==> src/rtl/mic_pkg.sv <==
// Shared types and constants for the microphone sample FIFO / byte serializer.
package mic_pkg;
    localparam int SAMPLE_W         = 32;
    localparam int BYTES_PER_SAMPLE = 4;
    localparam int BYTE_IDX_W       = 2;
    localparam logic [BYTE_IDX_W-1:0] LAST_BYTE_IDX = BYTE_IDX_W'(BYTES_PER_SAMPLE - 1);

    typedef enum logic {IN_IDLE, IN_WAIT} in_state_e;
    typedef enum logic {OUT_IDLE, OUT_SEND} out_state_e;
endpackage

==> src/rtl/mic_sample_fifo_if.sv <==
// Sample-in (valid/retrieved) and byte-out (valid/ready) signals of the sample FIFO.
// Handshakes: a sample is taken on a one-cycle mic_data_retrieved pulse while
// mic_data_valid is held; a byte transfers on any edge with out_valid && out_ready,
// and out_byte/out_valid never change while out_valid && !out_ready.
interface mic_sample_fifo_if;
    logic [mic_pkg::SAMPLE_W-1:0] mic_data;
    logic                         mic_data_valid;
    logic                         mic_data_retrieved;
    logic [7:0]                   out_byte;
    logic                         out_valid;
    logic                         out_ready;

    modport slave (
        input  mic_data, mic_data_valid, out_ready,
        output mic_data_retrieved, out_byte, out_valid
    );
    modport master (
        output mic_data, mic_data_valid, out_ready,
        input  mic_data_retrieved, out_byte, out_valid
    );
endinterface

==> src/rtl/mic_fifo_mem.sv <==
// DEPTH x SAMPLE_W register FIFO: synchronous write, combinational read at the read pointer.
module mic_fifo_mem
    import mic_pkg::*;
#(
    parameter int DEPTH  = 8,
    parameter int ADDR_W = 3
) (
    input  logic                clk_i,
    input  logic                reset_i,
    input  logic                flush_i,
    input  logic                push_i,
    input  logic                pop_i,
    input  logic [SAMPLE_W-1:0] wr_data_i,
    output logic [SAMPLE_W-1:0] rd_data_o,
    output logic [ADDR_W:0]     count_o,
    output logic                full_o,
    output logic                empty_o
);
    logic [SAMPLE_W-1:0] mem_q [DEPTH];
    logic [ADDR_W-1:0]   wr_ptr_q, wr_ptr_d, rd_ptr_q, rd_ptr_d;
    logic [ADDR_W:0]     count_q, count_d;
    logic                do_push, do_pop;

    assign full_o    = (count_q == (ADDR_W+1)'(DEPTH));
    assign empty_o   = (count_q == '0);
    assign do_push   = push_i && !full_o && !flush_i;
    assign do_pop    = pop_i && !empty_o && !flush_i;
    assign rd_data_o = mem_q[rd_ptr_q];
    assign count_o   = count_q;

    // Pointers wrap naturally at DEPTH; count alone tells full from empty.
    always_comb begin
        wr_ptr_d = wr_ptr_q;
        rd_ptr_d = rd_ptr_q;
        count_d  = count_q;
        if (flush_i) begin
            wr_ptr_d = '0;
            rd_ptr_d = '0;
            count_d  = '0;
        end else begin
            if (do_push) wr_ptr_d = wr_ptr_q + ADDR_W'(1);
            if (do_pop)  rd_ptr_d = rd_ptr_q + ADDR_W'(1);
            if (do_push && !do_pop)      count_d = count_q + (ADDR_W+1)'(1);
            else if (!do_push && do_pop) count_d = count_q - (ADDR_W+1)'(1);
        end
    end

    always_ff @(posedge clk_i) begin
        if (reset_i) begin
            wr_ptr_q <= '0;
            rd_ptr_q <= '0;
            count_q  <= '0;
        end else begin
            wr_ptr_q <= wr_ptr_d;
            rd_ptr_q <= rd_ptr_d;
            count_q  <= count_d;
        end
    end

    always_ff @(posedge clk_i) begin
        if (do_push) mem_q[wr_ptr_q] <= wr_data_i;
    end
endmodule

==> src/rtl/mic_sample_fifo.sv <==
// Buffers stereo mic samples and serializes them MSB-first as bytes.
// Optional MIC_DROP_COUNT_EN: acknowledge-and-drop when full, with a saturating drop_count.
module mic_sample_fifo
    import mic_pkg::*;
#(
    parameter int DEPTH  = 8,
    parameter int ADDR_W = 3
) (
    input  logic                  mon_clk,
    input  logic                  reset,
    input  logic                  flush,
    mic_sample_fifo_if.slave      bus,
    output logic [ADDR_W:0]       fifo_count,
`ifdef MIC_DROP_COUNT_EN
    output logic [15:0]           drop_count,
`endif
    output in_state_e             dbg_in_state,
    output out_state_e            dbg_out_state
);
    in_state_e             in_state_q, in_state_d;
    out_state_e            out_state_q, out_state_d;
    logic                  retrieved_q, retrieved_d;
    logic [SAMPLE_W-1:0]   shreg_q, shreg_d;
    logic [BYTE_IDX_W-1:0] idx_q, idx_d;
    logic                  push, pop, fifo_full, fifo_empty;
    logic [SAMPLE_W-1:0]   rd_data;
`ifdef MIC_DROP_COUNT_EN
    logic                  drop;
    logic [15:0]           drop_count_q;
`endif

    mic_fifo_mem #(.DEPTH(DEPTH), .ADDR_W(ADDR_W)) u_mem (
        .clk_i     (mon_clk),
        .reset_i   (reset),
        .flush_i   (flush),
        .push_i    (push),
        .pop_i     (pop),
        .wr_data_i (bus.mic_data),
        .rd_data_o (rd_data),
        .count_o   (fifo_count),
        .full_o    (fifo_full),
        .empty_o   (fifo_empty)
    );

    // IN_WAIT holds until valid drops so a held sample is captured only once.
    always_comb begin
        in_state_d  = in_state_q;
        push        = 1'b0;
        retrieved_d = 1'b0;
`ifdef MIC_DROP_COUNT_EN
        drop        = 1'b0;
`endif
        if (!flush) begin
            case (in_state_q)
                IN_IDLE: begin
                    if (bus.mic_data_valid) begin
                        if (!fifo_full) begin
                            push        = 1'b1;
                            retrieved_d = 1'b1;
                            in_state_d  = IN_WAIT;
                        end
`ifdef MIC_DROP_COUNT_EN
                        else begin
                            drop        = 1'b1;
                            retrieved_d = 1'b1;
                            in_state_d  = IN_WAIT;
                        end
`endif
                    end
                end
                IN_WAIT: if (!bus.mic_data_valid) in_state_d = IN_IDLE;
                default: in_state_d = IN_IDLE;
            endcase
        end
    end

    always_comb begin
        out_state_d = out_state_q;
        shreg_d     = shreg_q;
        idx_d       = idx_q;
        pop         = 1'b0;
        if (flush) begin
            out_state_d = OUT_IDLE;
            shreg_d     = '0;
            idx_d       = '0;
        end else begin
            case (out_state_q)
                OUT_IDLE: begin
                    if (!fifo_empty) begin
                        pop         = 1'b1;
                        shreg_d     = rd_data;
                        idx_d       = LAST_BYTE_IDX;
                        out_state_d = OUT_SEND;
                    end
                end
                OUT_SEND: begin
                    if (bus.out_ready) begin
                        if (idx_q != '0) begin
                            shreg_d = {shreg_q[SAMPLE_W-9:0], 8'h00};
                            idx_d   = idx_q - BYTE_IDX_W'(1);
                        end else if (!fifo_empty) begin
                            // Reload on the last byte so words stream without a bubble.
                            pop     = 1'b1;
                            shreg_d = rd_data;
                            idx_d   = LAST_BYTE_IDX;
                        end else begin
                            shreg_d     = '0;
                            out_state_d = OUT_IDLE;
                        end
                    end
                end
                default: out_state_d = OUT_IDLE;
            endcase
        end
    end

    always_ff @(posedge mon_clk) begin
        if (reset) begin
            in_state_q  <= IN_IDLE;
            out_state_q <= OUT_IDLE;
            retrieved_q <= 1'b0;
            shreg_q     <= '0;
            idx_q       <= '0;
        end else begin
            in_state_q  <= in_state_d;
            out_state_q <= out_state_d;
            retrieved_q <= retrieved_d;
            shreg_q     <= shreg_d;
            idx_q       <= idx_d;
        end
    end

`ifdef MIC_DROP_COUNT_EN
    always_ff @(posedge mon_clk) begin
        if (reset || flush) drop_count_q <= '0;
        else if (drop && drop_count_q != 16'hFFFF) drop_count_q <= drop_count_q + 16'd1;
    end
    assign drop_count = drop_count_q;
`endif

    assign bus.mic_data_retrieved = retrieved_q;
    assign bus.out_valid          = (out_state_q == OUT_SEND);
    assign bus.out_byte           = shreg_q[SAMPLE_W-1 -: 8];
    assign dbg_in_state           = in_state_q;
    assign dbg_out_state          = out_state_q;
endmodule

==> src/flat_wrapper.sv <==
// flat-port wrapper written by rule: the top's interface ports become plain ports
module mic_sample_fifo_flat import mic_pkg::*;
#(
    parameter int DEPTH  = 8,
    parameter int ADDR_W = 3
)
  (mon_clk, reset, flush, fifo_count, dbg_in_state, dbg_out_state, bus_mic_data, bus_mic_data_valid, bus_out_ready, bus_mic_data_retrieved, bus_out_byte, bus_out_valid);
  mic_sample_fifo_if bus_i ();
  input  logic mon_clk;
  input  logic reset;
  input  logic flush;
  output logic [ADDR_W:0] fifo_count;
  output in_state_e dbg_in_state;
  output out_state_e dbg_out_state;
  input wire logic [$bits(bus_i.mic_data)-1:0] bus_mic_data;
  input wire logic [$bits(bus_i.mic_data_valid)-1:0] bus_mic_data_valid;
  input wire logic [$bits(bus_i.out_ready)-1:0] bus_out_ready;
  output wire logic [$bits(bus_i.mic_data_retrieved)-1:0] bus_mic_data_retrieved;
  output wire logic [$bits(bus_i.out_byte)-1:0] bus_out_byte;
  output wire logic [$bits(bus_i.out_valid)-1:0] bus_out_valid;
  assign bus_i.mic_data = bus_mic_data;
  assign bus_i.mic_data_valid = bus_mic_data_valid;
  assign bus_i.out_ready = bus_out_ready;
  assign bus_mic_data_retrieved = bus_i.mic_data_retrieved;
  assign bus_out_byte = bus_i.out_byte;
  assign bus_out_valid = bus_i.out_valid;
  mic_sample_fifo #(.DEPTH(DEPTH), .ADDR_W(ADDR_W)) u_core (.mon_clk(mon_clk), .reset(reset), .flush(flush), .bus(bus_i), .fifo_count(fifo_count), .dbg_in_state(dbg_in_state), .dbg_out_state(dbg_out_state));
endmodule
==> config.mk <==
export PLATFORM = sky130hd
export DESIGN_NAME = mic_sample_fifo_flat
export DESIGN_NICKNAME = d
export VERILOG_FILES = /design/src/rtl/mic_pkg.sv /design/src/rtl/mic_sample_fifo_if.sv /design/src/rtl/mic_fifo_mem.sv /design/src/rtl/mic_sample_fifo.sv /design/src/flat_wrapper.sv
export SDC_FILE = /design/constraint.sdc
export NUM_CORES = 1
export LEC_CHECK = 0
export BUFFER_PORTS_ARGS = -buffer_cell sky130_fd_sc_hd__buf_4
export CORE_ASPECT_RATIO = 1.2
export CORE_UTILIZATION = 55
export DETAILED_ROUTE_END_ITERATION = 16
export PLACE_DENSITY = 0.72
export SYNTH_ARGS = -nofsm -noshare
export SYNTH_HDL_FRONTEND = slang
export SYNTH_HIERARCHICAL = 1
export SYNTH_SLANG_ARGS = --single-unit
==> constraint.sdc <==
create_clock -name mon_clk -period 12.19 [get_ports mon_clk]
set_input_delay 0.6095 -clock mon_clk [delete_from_list [all_inputs] [get_ports mon_clk]]
set_output_delay 0.6095 -clock mon_clk [all_outputs]
set_load 0.01 [all_outputs]
Yosys cells after proc, flatten, opt, wreduce, memory -nomap -nowiden. Memories as Yosys holds them, arrays and structs flattened. A register that Yosys moved wholly into a read port is not among the register bits. Index checks and enable logic that the tools add are counted. Widths: inputs -> output; s select.

Add/sub/neg operators: 5. Equal/unequal tests: 3. Mux-type cells: 29. Bitwise operators: 2. Reductions and logical operators: 16.

Operators with widths (count): $mux 32 (4); $pmux 32 s2 (1); $mux 1 (13); $mux 4 (2); $add 3x1->3 const B (2); $logic_and 1x1->1 (6); $mux 2 (3); $mux 3 (2); $pmux 1 s2 (3); $logic_not 1->1 (5); $add 4x1->4 const B (1); $eq 4x4->1 const B (1); $logic_not 4->1 (1); $ne 2x2->1 const B (2); $pmux 2 s2 (1); $reduce_bool 2->1 (2); $sub 4x1->4 const B (1); $not 1->1 (2); $reduce_and 2->1 (1); $reduce_or 2->1 (1); $sub 2x1->2 const B (1).

Flip-flop bits (word level): 47. RAM bits: 256. Bits of input ports: 37. Output and inout bits: 16. Word-level logic and storage cells: 64. Memories: 1.

Memories: u_core.u_mem.mem_q (depth 8, bits a word 32, rd ports 1, clocked after memory_dff 1, wr ports 1, RTL line mic_fifo_mem.sv:19) `logic [SAMPLE_W-1:0] mem_q [DEPTH];`.

Logic depth before layout (Yosys ltp). Gate-level depths: netlist of run 1.

Depth in word-level cells: 11. Gate-level depth with buffers: 15. Depth with buffers taken out: 13.

Cells and area by module. Netlist of run 1, hierarchy kept.

Modules (own cells, without submodules): mic_fifo_mem (times used 1, cells an instance 445, area each 10428.8 µm², sequential area each 7947.6 µm²); mic_sample_fifo (times used 1, cells an instance 244, area each 2009.4 µm², sequential area each 740.7 µm²).

Worst setup path after synthesis of run 1. No wires, ideal clock.

Kind: register to register. Start point: reg u_core.u_mem.count_q[0], in the netlist u_core/u_mem/count_o[0]. End point: mem u_core.u_mem.mem_q[0][0] (enable). Setup time: 502 ps. Arrival: 4370 ps. Required time: 11688 ps. Setup slack: 7318 ps. Stages on the path, launching flop included: 6. Buffers on the path: 0. Clock period less this slack: 4872 ps. Cells stage by stage: dfxtp_1 or4b_4 inv_1 nor4b_1 nand3b_1 nor4_1.

Longest elaborated chain between the ends: 9. Elaborated cells between the ends (all ways): 10. Classes of those cells: 1 x eq/ne; 6 x mux; 3 x reduce/logical.

RTL lines: start, declared (RTL line mic_fifo_mem.sv:21) `logic [ADDR_W:0] count_q, count_d;`; start signal, assigned (RTL line mic_fifo_mem.sv:56) `count_q <= count_d;`; $eq 4x4->1 (RTL line mic_fifo_mem.sv:24) `assign full_o = (count_q == (ADDR_W+1)'(DEPTH));`; named net u_core.fifo_full (RTL line mic_sample_fifo.sv:25) `logic push, pop, fifo_full, fifo_empty;`; $mux 1 (RTL line mic_sample_fifo.sv:57) `if (!fifo_full) begin`; $mux 1 (RTL line mic_sample_fifo.sv:56) `if (bus.mic_data_valid) begin`; $mux 1 (RTL line mic_sample_fifo.sv:54) `case (in_state_q)`; $mux 1 (RTL line mic_sample_fifo.sv:53) `if (!flush) begin`; named net u_core.push (RTL line mic_sample_fifo.sv:25); $logic_and 1x1->1 (2 in series) (RTL line mic_fifo_mem.sv:26) `assign do_push = push_i && !full_o && !flush_i;`; $mux 1 (RTL line mic_fifo_mem.sv:61) `if (do_push) mem_q[wr_ptr_q] <= wr_data_i;`; $mux 1 (not written as such) (RTL line mic_fifo_mem.sv:61); end, declared (RTL line mic_fifo_mem.sv:19).

The timed path passes the listed nets, and every way through them passes these cells.

Worst setup path in the final report of run 1.
Start point: reg u_core.idx_q[0]. End point: reg u_core.u_mem.count_q[3], in the netlist u_core/u_mem/count_o[3].

Longest elaborated chain between the ends: 10. Elaborated cells between the ends (all ways): 12. Classes of those cells: 5 x mux; 7 x reduce/logical.

RTL lines: start, declared (RTL line mic_sample_fifo.sv:24) `logic [BYTE_IDX_W-1:0] idx_q, idx_d;`; start signal, assigned (RTL line mic_sample_fifo.sv:129) `idx_q <= idx_d;`; $reduce_bool 2->1 * (RTL line mic_sample_fifo.sv:98) `if (idx_q != '0) begin`; $mux 1 * (RTL line mic_sample_fifo.sv:98); $mux 1 * (RTL line mic_sample_fifo.sv:97) `if (bus.out_ready) begin`; $pmux 1 s2 * (RTL line mic_sample_fifo.sv:87) `case (out_state_q)`; $mux 1 * (RTL line mic_sample_fifo.sv:82) `if (flush) begin`; named net u_core.pop (RTL line mic_sample_fifo.sv:25); $logic_and 1x1->1 * (2 in series) (RTL line mic_fifo_mem.sv:27) `assign do_pop = pop_i && !empty_o && !flush_i;`; $logic_not 1->1 (RTL line mic_fifo_mem.sv:43) `if (do_push && !do_pop) count_d = count_q + (ADDR_W+1)'(1);`; $logic_and 1x1->1 (RTL line mic_fifo_mem.sv:43); $mux 4 / $reduce_bool 2->1 (equally long branches).

Mark *: on every way through the listed nets, which the timed path passes. The rest lies on a longest branch. A chain may end at the register's enable or synchronous reset.

==> impl_metrics.py, run 1 <==
metrics = {
    "final_layout": {
        "layout_common_cells": "edfxtp_1, buf_4, dfxtp_1, mux4_1, mux2_2",
        "utilization_pct": 63.5,
        "syn_to_final_growth_pct": 11.9,
        "seqCellArea_sq_um": 8690,
        "fin_nets": 769,
        "drive_above_1_share_pct": 26.5,
        "postLayoutCellArea_sq_um": 13900,
        "fillCellCount": 1485,
        "final_common_cell": "edfxtp_1",
        "n_antenna_cell": 0,
        "multi_input_comb_area_sq_um": 3440,
    },
    "synth": {
        "synth_compound_area_share_pct": 5.71,
        "synthAdderAreaFrac_pct": 0.664,
        "syn-num-nets": 732,
        "synth_area_leader_cell": "edfxtp_1",
        "synthesis.area_sq_um": 12400,
        "syn_area_per_cell_sq_um": 18.1,
        "synth_top_family_by_area": "multiplexers",
        "ys_warn_count": 6,
        "ys_async_sr_fraction_pct": 0,
        "synthCells": 689,
        "synth_top_area_share_pct": 61.8,
        "synthTopCellsByArea": "edfxtp_1, mux4_1, dfxtp_1, mux4_2, mux2_2",
        "synthXorXnorAreaFrac_pct": 0.422,
        "yosysSeqAreaShare_pct": 69.9,
        "ys.flop_type": "edfxtp_1",
        "yosys_register_bits": 306,
        "synth_cell_type_count": 44,
        "synth_edf_count": 256,
        "synth-simple-area-share_pct": 4.54,
        "synth_mux_area_share_pct": 15.9,
    },
    "floorplanning": {
        "fp-row-count": 59,
        "die_w_um": 139,
        "dieArea_sq_um": 23200,
        "core_sq_um": 21900,
        "chipHeight_um": 167,
        "ios": 53,
        "start_util_pct": 56.7,
    },
    "detailed_routing": {
        "drc": 0,
        "first_pass_iters": 6,
        "wl_per_cell_um": 23.0,
        "first_iter_violations": 403,
        "vias": 6357,
        "viasPerCell": 6.22,
        "ant_nets": 0,
        "routed_wl_mm": 23.5,
    },
    "timing": {
        "setup_violations": 0,
        "max_slew_margin_pct": 23.0,
        "finalCritPeriodShare_pct": 33.1,
        "worst_clock_skew_ps": 9.76,
        "finalHoldViolCount": 0,
        "post-route-min-period_ps": 4030,
        "fmax_mhz": 248,
        "finalMaxSlewViolations": 0,
        "setup_tns_ps": 0,
        "worst-slew-pin-transition_ps": 1150,
        "rsz0062_at_grt": "false",
    },
    "hold_path": {
        "hp-class": "in -> reg",
        "min_to": "u_core/u_mem/mem_q[4][29]",
        "hp-start": "bus_mic_data[29]",
        "holdPathStages": 1,
    },
    "cts": {
        "cts_buffers": 28,
        "cts_max_level": 1,
        "cts_resized": 0,
        "cts_hold_buf": 0,
        "clkLatencyLatePin_ps": 540,
        "cts_root_buf": "clkbuf_16",
        "clock-sinks": 306,
        "clk_pin_slew_worst_paths_ps": 70,
        "cts_tree": "done",
        "clock_path_buffers": 3,
        "postCtsSetupBuffers": 0,
    },
    "power_and_ir_drop": {
        "ir_worst_vdd_mv": 0.110,
        "leakagePower_uw": 0.00455,
        "power-per-cell-area_nw_per_um2": 149,
    },
    "global_route": {
        "use_met3_pct": 2.70,
        "antenna_found_initial": 0,
        "first_global_vias": 6608,
        "top_usage_layer": "met2",
        "grt.met2_usage_pct": 37.4,
        "overflow": 0,
        "grt_pass1_wl_mm": 37.0,
        "grt_use_total_pct": 20.9,
        "grt.met1_usage_pct": 26.8,
        "grt_max_degree": 37,
    },
    "place": {
        "io_buffer_count": 52,
        "place_congestion": 0.835,
        "dpl.hpwl_mm": 14.6,
        "postPlaceCellArea_sq_um": 13000,
    },
    "critical_path": {
        "reg2reg_from": "u_core/idx_q[0]",
        "crit_start": "u_core/idx_q[0]",
        "cp-end-kind": "flop",
        "reg2regPathDepth": 12,
        "crit_path_max_fanout": 26,
        "cp.required_ps": 12680,
        "startpoint_type": "flop",
        "reg2reg_to": "u_core/u_mem/count_o[3]",
        "r2r_setup_slack_ps": 8160,
        "cp.arrival_ps": 4520,
        "path_class": "reg -> reg",
    },
    "job": {
        "cap_violations": 0,
    },
    "outcome": {
        "outcome": "complete, no violations",
    },
}
==> layer usage <==
layer	vias up	wire, um
met4	0	547
met3	42	1100
met5	-	0
met1	3264	9470
met2	171	12400
li1	2880	-
==> worst max path at each step <==
| stage | end | cells after the start |
|---|---|---|
| after CTS | u_core/u_mem/count_o[3] | 12 |
| after global placement | u_core/u_mem/count_o[3] | 12 |
| final | u_core/u_mem/count_o[3] | 12 |
| after global routing | u_core/u_mem/count_o[3] | 12 |
| after floorplan | u_core/u_mem/mem_q[0][0] | 5 |
| after detailed placement | u_core/u_mem/count_o[3] | 12 |
==> cell usage after synthesis, types with 10 or more instances <==
| cell type | instances |
|---|---|
| edfxtp_1 | 256 |
| mux4_2 | 24 |
| buf_4 | 10 |
| mux4_1 | 40 |
| nand2_1 | 28 |
| nor4b_1 | 21 |
| nor2_1 | 19 |
| mux2_2 | 32 |
| a31oi_1 | 20 |
| dfxtp_1 | 50 |
| clkbuf_1 | 20 |
| o31ai_1 | 21 |
| a21oi_1 | 26 |
| o21ai_0 | 22 |
| buf_2 | 15 |
==> stage by stage <==
stage,worst slack (ps),total power [uW],std cells,hold slack (ps)
2_1_floorplan,7320,1210,689,462
6_report,8160,2080,1022,301
3_5_place_dp,8230,1250,970,481
5_1_grt,7790,2140,1022,287
3_3_place_gp,8430,1240,970,485
4_1_cts,8190,2100,1022,281
==> where the power goes <==
part / switching [uW] / internal (uW) / total [uW]
clock network: 368 / 490 / 858
registers: 7.88 / 1140 / 1150
logic: 45.8 / 29.0 / 74.8
total: 422 / 1660 / 2080
==> worst max-delay path, cell delays in order, from the launching register on <==
cell      delay (ps)
dfxtp_1          870
or2_1            750
o31a_1           590
nor2_2            70
nor3b_1          200
inv_1             90
ha_1             160
inv_1            100
ha_1             360
nand3_1          140
a211o_1          310
a211oi_1         210
a31o_2           130
==> state kept, by name (all words and copies together), names as in the netlist, named ones only <==
signal,flops
u_core/u_mem/count_o,4
u_core/u_mem/mem_q,256
u_core/idx_q,2
u_core/u_mem/wr_ptr_q,3
u_core/bus.mic_data_retrieved,1
u_core/shreg_q,32
u_core/dbg_in_state,1
u_core/bus.out_valid,1
u_core/u_mem/rd_ptr_q,3
==> area by class of cell <==
class	instances	area share (%)
multi-input cells	318	24.7
clock buffers	39	6.14
repair buffers	66	3.56
clock inverters	13	0.539
flip-flops and latches	306	62.4
well taps	274	2.46
inverters	6	0.162
==> cells by family (layout without fill, tap and decap cells) <==
family,count (synthesis),after routing
xor+xnor,6,6
fa+ha+maj,6,6
simple gates,101,101
compound gates,107,107
mux,98,98
buf+inv,65,124
flops,306,306
Note: power is estimated with default switching activity, not from simulation.
==> run 2: changes to the inputs <==
--- a/config.mk
+++ b/config.mk
@@ -9,7 +9,7 @@
 export CORE_ASPECT_RATIO = 1.2
 export CORE_UTILIZATION = 55
 export DETAILED_ROUTE_END_ITERATION = 16
-export PLACE_DENSITY = 0.72
+export PLACE_DENSITY = 0.75
 export SYNTH_ARGS = -nofsm -noshare
 export SYNTH_HDL_FRONTEND = slang
 export SYNTH_HIERARCHICAL = 1
==> constraint.sdc (replaced) <==
create_clock -name mon_clk -period 3.7 [get_ports mon_clk]
set_input_delay 0.185 -clock mon_clk [delete_from_list [all_inputs] [get_ports mon_clk]]
set_output_delay 0.185 -clock mon_clk [all_outputs]
set_load 0.01 [all_outputs]
==> impl_metrics.py, run 2 (synthesis gave the netlist of run 1 again) <==
metrics = {
    "outcome": {
        "outcome": "complete, no violations",
    },
    "critical_path": {
        "crit_start": "u_core/u_mem/count_o[0]",
        "cp.required_ps": 4180,
        "cp-end-kind": "flop",
        "startpoint_type": "flop",
        "cp.arrival_ps": 3900,
        "path_class": "reg -> reg",
        "crit_path_max_fanout": 6,
        "reg2reg_from": "u_core/u_mem/count_o[0]",
    },
    "detailed_routing": {
        "first_iter_violations": 579,
        "drc": 0,
        "vias": 6676,
        "wl_per_cell_um": 22.9,
        "ant_nets": 0,
        "routed_wl_mm": 24.3,
        "first_pass_iters": 7,
        "viasPerCell": 6.27,
    },
    "floorplanning": {
        "dieArea_sq_um": 23200,
        "ios": 53,
        "fp-row-count": 59,
        "die_w_um": 139,
        "chipHeight_um": 167,
        "core_sq_um": 21900,
        "start_util_pct": 56.7,
    },
    "final_layout": {
        "fin_nets": 811,
        "layout.cells.non_filler": 1064,
        "drive_above_1_share_pct": 24.3,
        "layout_common_cells": "edfxtp_1, buf_4, dfxtp_1, mux4_1, dlygate4sd3_1",
        "final_common_cell": "edfxtp_1",
        "syn_to_final_growth_pct": 14.8,
        "postLayoutCellArea_sq_um": 14300,
        "largest_reg_flops": 256,
        "n_antenna_cell": 0,
        "utilization_pct": 65.1,
        "registers.top_by_ff_count": "u_core/u_mem/mem_q",
    },
    "timing": {
        "finalMaxSlewViolations": 0,
        "worst-slew-pin-transition_ps": 1030,
        "fmax_mhz": 293,
        "rsz0062_at_grt": "false",
        "post-route-min-period_ps": 3410,
        "worst_clock_skew_ps": 11.7,
        "finalHoldViolCount": 0,
        "setup_violations": 0,
        "max_slew_margin_pct": 31.5,
        "finalCritPeriodShare_pct": 92.2,
    },
    "global_route": {
        "grt_max_degree": 37,
        "first_global_vias": 6800,
        "overflow": 0,
        "grt_pass1_wl_mm": 37.9,
        "grt_use_total_pct": 21.3,
        "antenna_found_initial": 0,
    },
    "place": {
        "place_congestion": 0.814,
        "postPlaceCellArea_sq_um": 13100,
        "io_buffer_count": 52,
        "placed_cells": 978,
        "dpl.hpwl_mm": 14.3,
    },
    "cts": {
        "cts_max_level": 1,
        "clock-sinks": 306,
        "cts_tree": "done",
        "clock_path_buffers": 3,
        "cts_buffers": 28,
        "cts_root_buf": "clkbuf_16",
        "clk_pin_slew_worst_paths_ps": 60,
        "cts_resized": 0,
        "clkLatencyLatePin_ps": 540,
    },
    "power_and_ir_drop": {
        "ir_worst_vdd_mv": 0.375,
        "leakagePower_uw": 0.00469,
        "power-per-cell-area_nw_per_um2": 473,
    },
    "hold_path": {
        "hp-start": "bus_out_ready",
        "hp-class": "in -> reg",
    },
    "job": {
        "cap_violations": 0,
    },
}
## run 2: metal layers
| metal | global-route usage, % | wire length (um) |
|---|---|---|
| met5 | 0 | 0 |
| met2 | 37.2 | 12900 |
| met4 | 6.62 | 499 |
| met1 | 27.9 | 9810 |
| met3 | 2.70 | 1130 |
## run 2: final timing paths
check	to	slack, ps	depth (start not counted)
worst max register to register	u_core/u_mem/count_o[3]	290	12
worst min register to register	u_core/shreg_q[4]	480	2
worst min-delay path	u_core/idx_q[1]	90	4
worst max-delay path	u_core/u_mem/count_o[3]	290	12
## run 2: final cells by class
type                       instances  area, sq um
timing repair buffer             108          921
tap                              274          343
clock inverter                    13         85.1
multi-input combinational        318         3450
clock buffer                      39          763
sequential                       306         8690
fill                            1440         7640
inverter                           6         22.5
## run 2: power by group
| group | switching, uW | leakage, uW | internal [uW] |
|---|---|---|---|
| Clock | 1180 | 0.000414 | 1500 |
| Sequential | 18.5 | 0.00271 | 3760 |
| Combinational | 171 | 0.00156 | 124 |
| Total | 1370 | 0.00469 | 5390 |
## run 2: metrics by stage
step           setup WS [ps]  total power (uW)  hold slack (ps)  TNS, ps
6_report                 288              6760             85.8        0
5_1_grt                 52.5              6960             90.3        0
4_1_cts                  357              6800             68.1        0
3_5_place_dp             396              4110              400        0
3_3_place_gp             534              4090              404        0
2_1_floorplan           -334              4000              257   -32020
## run 2: critical path: stages (launching register included)
cell and delay, ps:
dfxtp_1 490, or4b_4 200, inv_1 50, nor4b_1 450, nand3b_1 410, inv_1 250
ha_1 200, inv_1 100, ha_1 360, nand3_1 150, a211o_1 330, a211oi_1 240
a31o_2 130
## run 2: timing repair
| action | 4_1_cts | 5_1_grt |
|---|---|---|
| setup buffers | 0 | 0 |
| endpoints found under the hold margin | 258 | 0 |
| hold buffers | 34 | 0 |
==> run 3: changes to the inputs <==
--- a/config.mk
+++ b/config.mk
@@ -8,6 +8,7 @@
 export BUFFER_PORTS_ARGS = -buffer_cell sky130_fd_sc_hd__buf_4
 export CORE_ASPECT_RATIO = 1.2
 export CORE_UTILIZATION = 55
+export CTS_BUF_LIST = sky130_fd_sc_hd__clkbuf_8 sky130_fd_sc_hd__clkbuf_16
 export DETAILED_ROUTE_END_ITERATION = 16
 export PLACE_DENSITY = 0.75
 export SYNTH_ARGS = -nofsm -noshare
==> impl_metrics.py, run 3 (synthesis gave the netlist of run 1 again) <==
metrics = {
    "cts": {
        "clk_pin_slew_worst_paths_ps": 60,
        "clkLatencyLatePin_ps": 540,
        "postCtsSetupBuffers": 0,
        "cts_buffers": 28,
        "cts_root_buf": "clkbuf_16",
        "cts_max_level": 1,
        "clock-sinks": 306,
        "clock_path_buffers": 3,
        "cts_tree": "done",
    },
    "timing": {
        "finalCritPeriodShare_pct": 92.3,
        "rsz0062_at_grt": "false",
        "post-route-min-period_ps": 3420,
        "fmax_mhz": 293,
        "finalMaxSlewViolations": 0,
        "max_slew_margin_pct": 30.8,
        "worst-slew-pin-transition_ps": 1040,
        "setup_violations": 0,
        "worst_clock_skew_ps": 11.3,
        "finalHoldViolCount": 0,
    },
    "final_layout": {
        "n_antenna_cell": 0,
        "fin_nets": 811,
        "postLayoutCellArea_sq_um": 14300,
        "seqCellArea_sq_um": 8690,
        "fillCellCount": 1440,
        "registers.top_by_ff_count": "u_core/u_mem/mem_q",
        "drive_above_1_share_pct": 24.3,
        "utilization_pct": 65.1,
        "final_common_cell": "edfxtp_1",
        "syn_to_final_growth_pct": 14.8,
        "largest_reg_flops": 256,
        "multi_input_comb_area_sq_um": 3450,
        "layout_common_cells": "edfxtp_1, buf_4, dfxtp_1, mux4_1, dlygate4sd3_1",
    },
    "critical_path": {
        "crit_slowest_cell": "dfxtp_1",
        "cp-end-kind": "flop",
        "cp.required_ps": 4180,
        "crit_family": "simple AND/OR/NAND/NOR gates",
        "startpoint_type": "flop",
        "crit_buf_inv": 3,
        "crit_path_max_fanout": 6,
        "path_cells": "or4b_4 > inv_1 > nor4b_1 > nand3b_1 > inv_1 > ha_1 > inv_1 > ha_1 > nand3_1 > a211o_1 > a211oi_1 > a31o_2",
        "crit_path_max_incr_delay_ps": 490,
        "crit_path_frequent_cell": "inv_1",
        "cp.arrival_ps": 3900,
        "path_class": "reg -> reg",
    },
    "detailed_routing": {
        "routed_wl_mm": 24.4,
        "drc": 0,
        "viasPerCell": 6.28,
        "ant_nets": 0,
        "vias": 6682,
        "first_iter_violations": 563,
        "wl_per_cell_um": 22.9,
        "first_pass_iters": 5,
    },
    "power_and_ir_drop": {
        "swShare_pct": 20.4,
        "clock_power_share_pct": 39.5,
        "p_seq_share_pct": 56.1,
        "power-per-cell-area_nw_per_um2": 471,
        "p_int_uw": 5360,
        "combPwrFrac_pct": 4.4,
        "switchingPower_uw": 1370,
        "ir_worst_vdd_mv": 0.375,
        "leakagePower_uw": 0.00473,
    },
    "floorplanning": {
        "ios": 53,
        "chipHeight_um": 167,
        "fp-row-count": 59,
        "core_sq_um": 21900,
        "start_util_pct": 56.7,
        "dieArea_sq_um": 23200,
        "die_w_um": 139,
    },
    "place": {
        "place_congestion": 0.814,
        "postPlaceCellArea_sq_um": 13100,
        "io_buffer_count": 52,
        "dpl.hpwl_mm": 14.3,
    },
    "hold_path": {
        "hp-class": "in -> reg",
    },
    "global_route": {
        "antenna_found_initial": 0,
        "first_global_vias": 6800,
        "grt_use_total_pct": 21.3,
        "overflow": 0,
        "grt_pass1_wl_mm": 38.0,
        "grt_max_degree": 37,
    },
    "outcome": {
        "outcome": "complete, no violations",
    },
    "job": {
        "cap_violations": 0,
    },
}
run 3: changes by cell type in the layout (fill, tap and decap cells not counted):
cell / previous run / this run
inv_1: 6 / 16
clkbuf_1: 10 / 0
run 3: cell type report:
type	instances	area share, %
flip-flops and latches	306	60.9
multi-input cells	318	24.2
repair buffers	108	6.45
clock buffers	29	5.08
well taps	274	2.40
clock inverters	23	0.859
inverters	6	0.158
run 3: final timing paths:
check                                             start  depth (start not counted)  slack, ps                       endpoint
worst max-delay path            u_core/u_mem/count_o[0]                         12        280        u_core/u_mem/count_o[3]
worst min-delay path                              flush                          3         90  u_core/bus.mic_data_retrieved
worst max register to register  u_core/u_mem/count_o[0]                         12        280        u_core/u_mem/count_o[3]
worst min register to register        u_core/shreg_q[4]                          2        480              u_core/shreg_q[4]
run 3: power groups by stage:
stage | clock network [uW] | registers (uW) | logic, uW
after floorplan | 0 | 3850 | 151
after global placement | 0 | 3850 | 246
after global routing | 2840 | 3780 | 317
after CTS | 2710 | 3780 | 295
after detailed placement | 0 | 3850 | 264
final | 2660 | 3780 | 296
run 3: through the flow:
step | hold slack, ps | power, uW | std cells | setup WS, ps | setup TNS (ps)
final | 86.1 | 6730 | 1064 | 284 | 0
after global routing | 90.3 | 6940 | 1064 | 52.5 | 0
after CTS | 68.1 | 6780 | 1064 | 357 | 0
after detailed placement | 400 | 4110 | 978 | 396 | 0
after global placement | 404 | 4090 | 978 | 534 | 0
after floorplan | 257 | 4000 | 689 | -334 | -32020
run 3: metal layers:
metal / vias to the layer above / track usage [%] / routed length (um)
li1: 2966 / - / -
met1: 3479 / 27.9 / 10000
met2: 194 / 37.2 / 12800
met3: 43 / 2.70 / 1040
met4: 0 / 6.62 / 510
met5: - / 0 / 0
run 3: repair_timing:
item / 4_1_cts / 5_1_grt
endpoints found under the hold margin: 258 / 0
resized for setup: 0 / 0
setup endpoints to repair: 0 / 0
hold buffers: 34 / 0
run 3: tightest hold or removal path, delay by kind of cell:
| kind | cells | cell delay [ps] |
|---|---|---|
| buf+inv | 1 | 160 |
| simple gates | 2 | 230 |
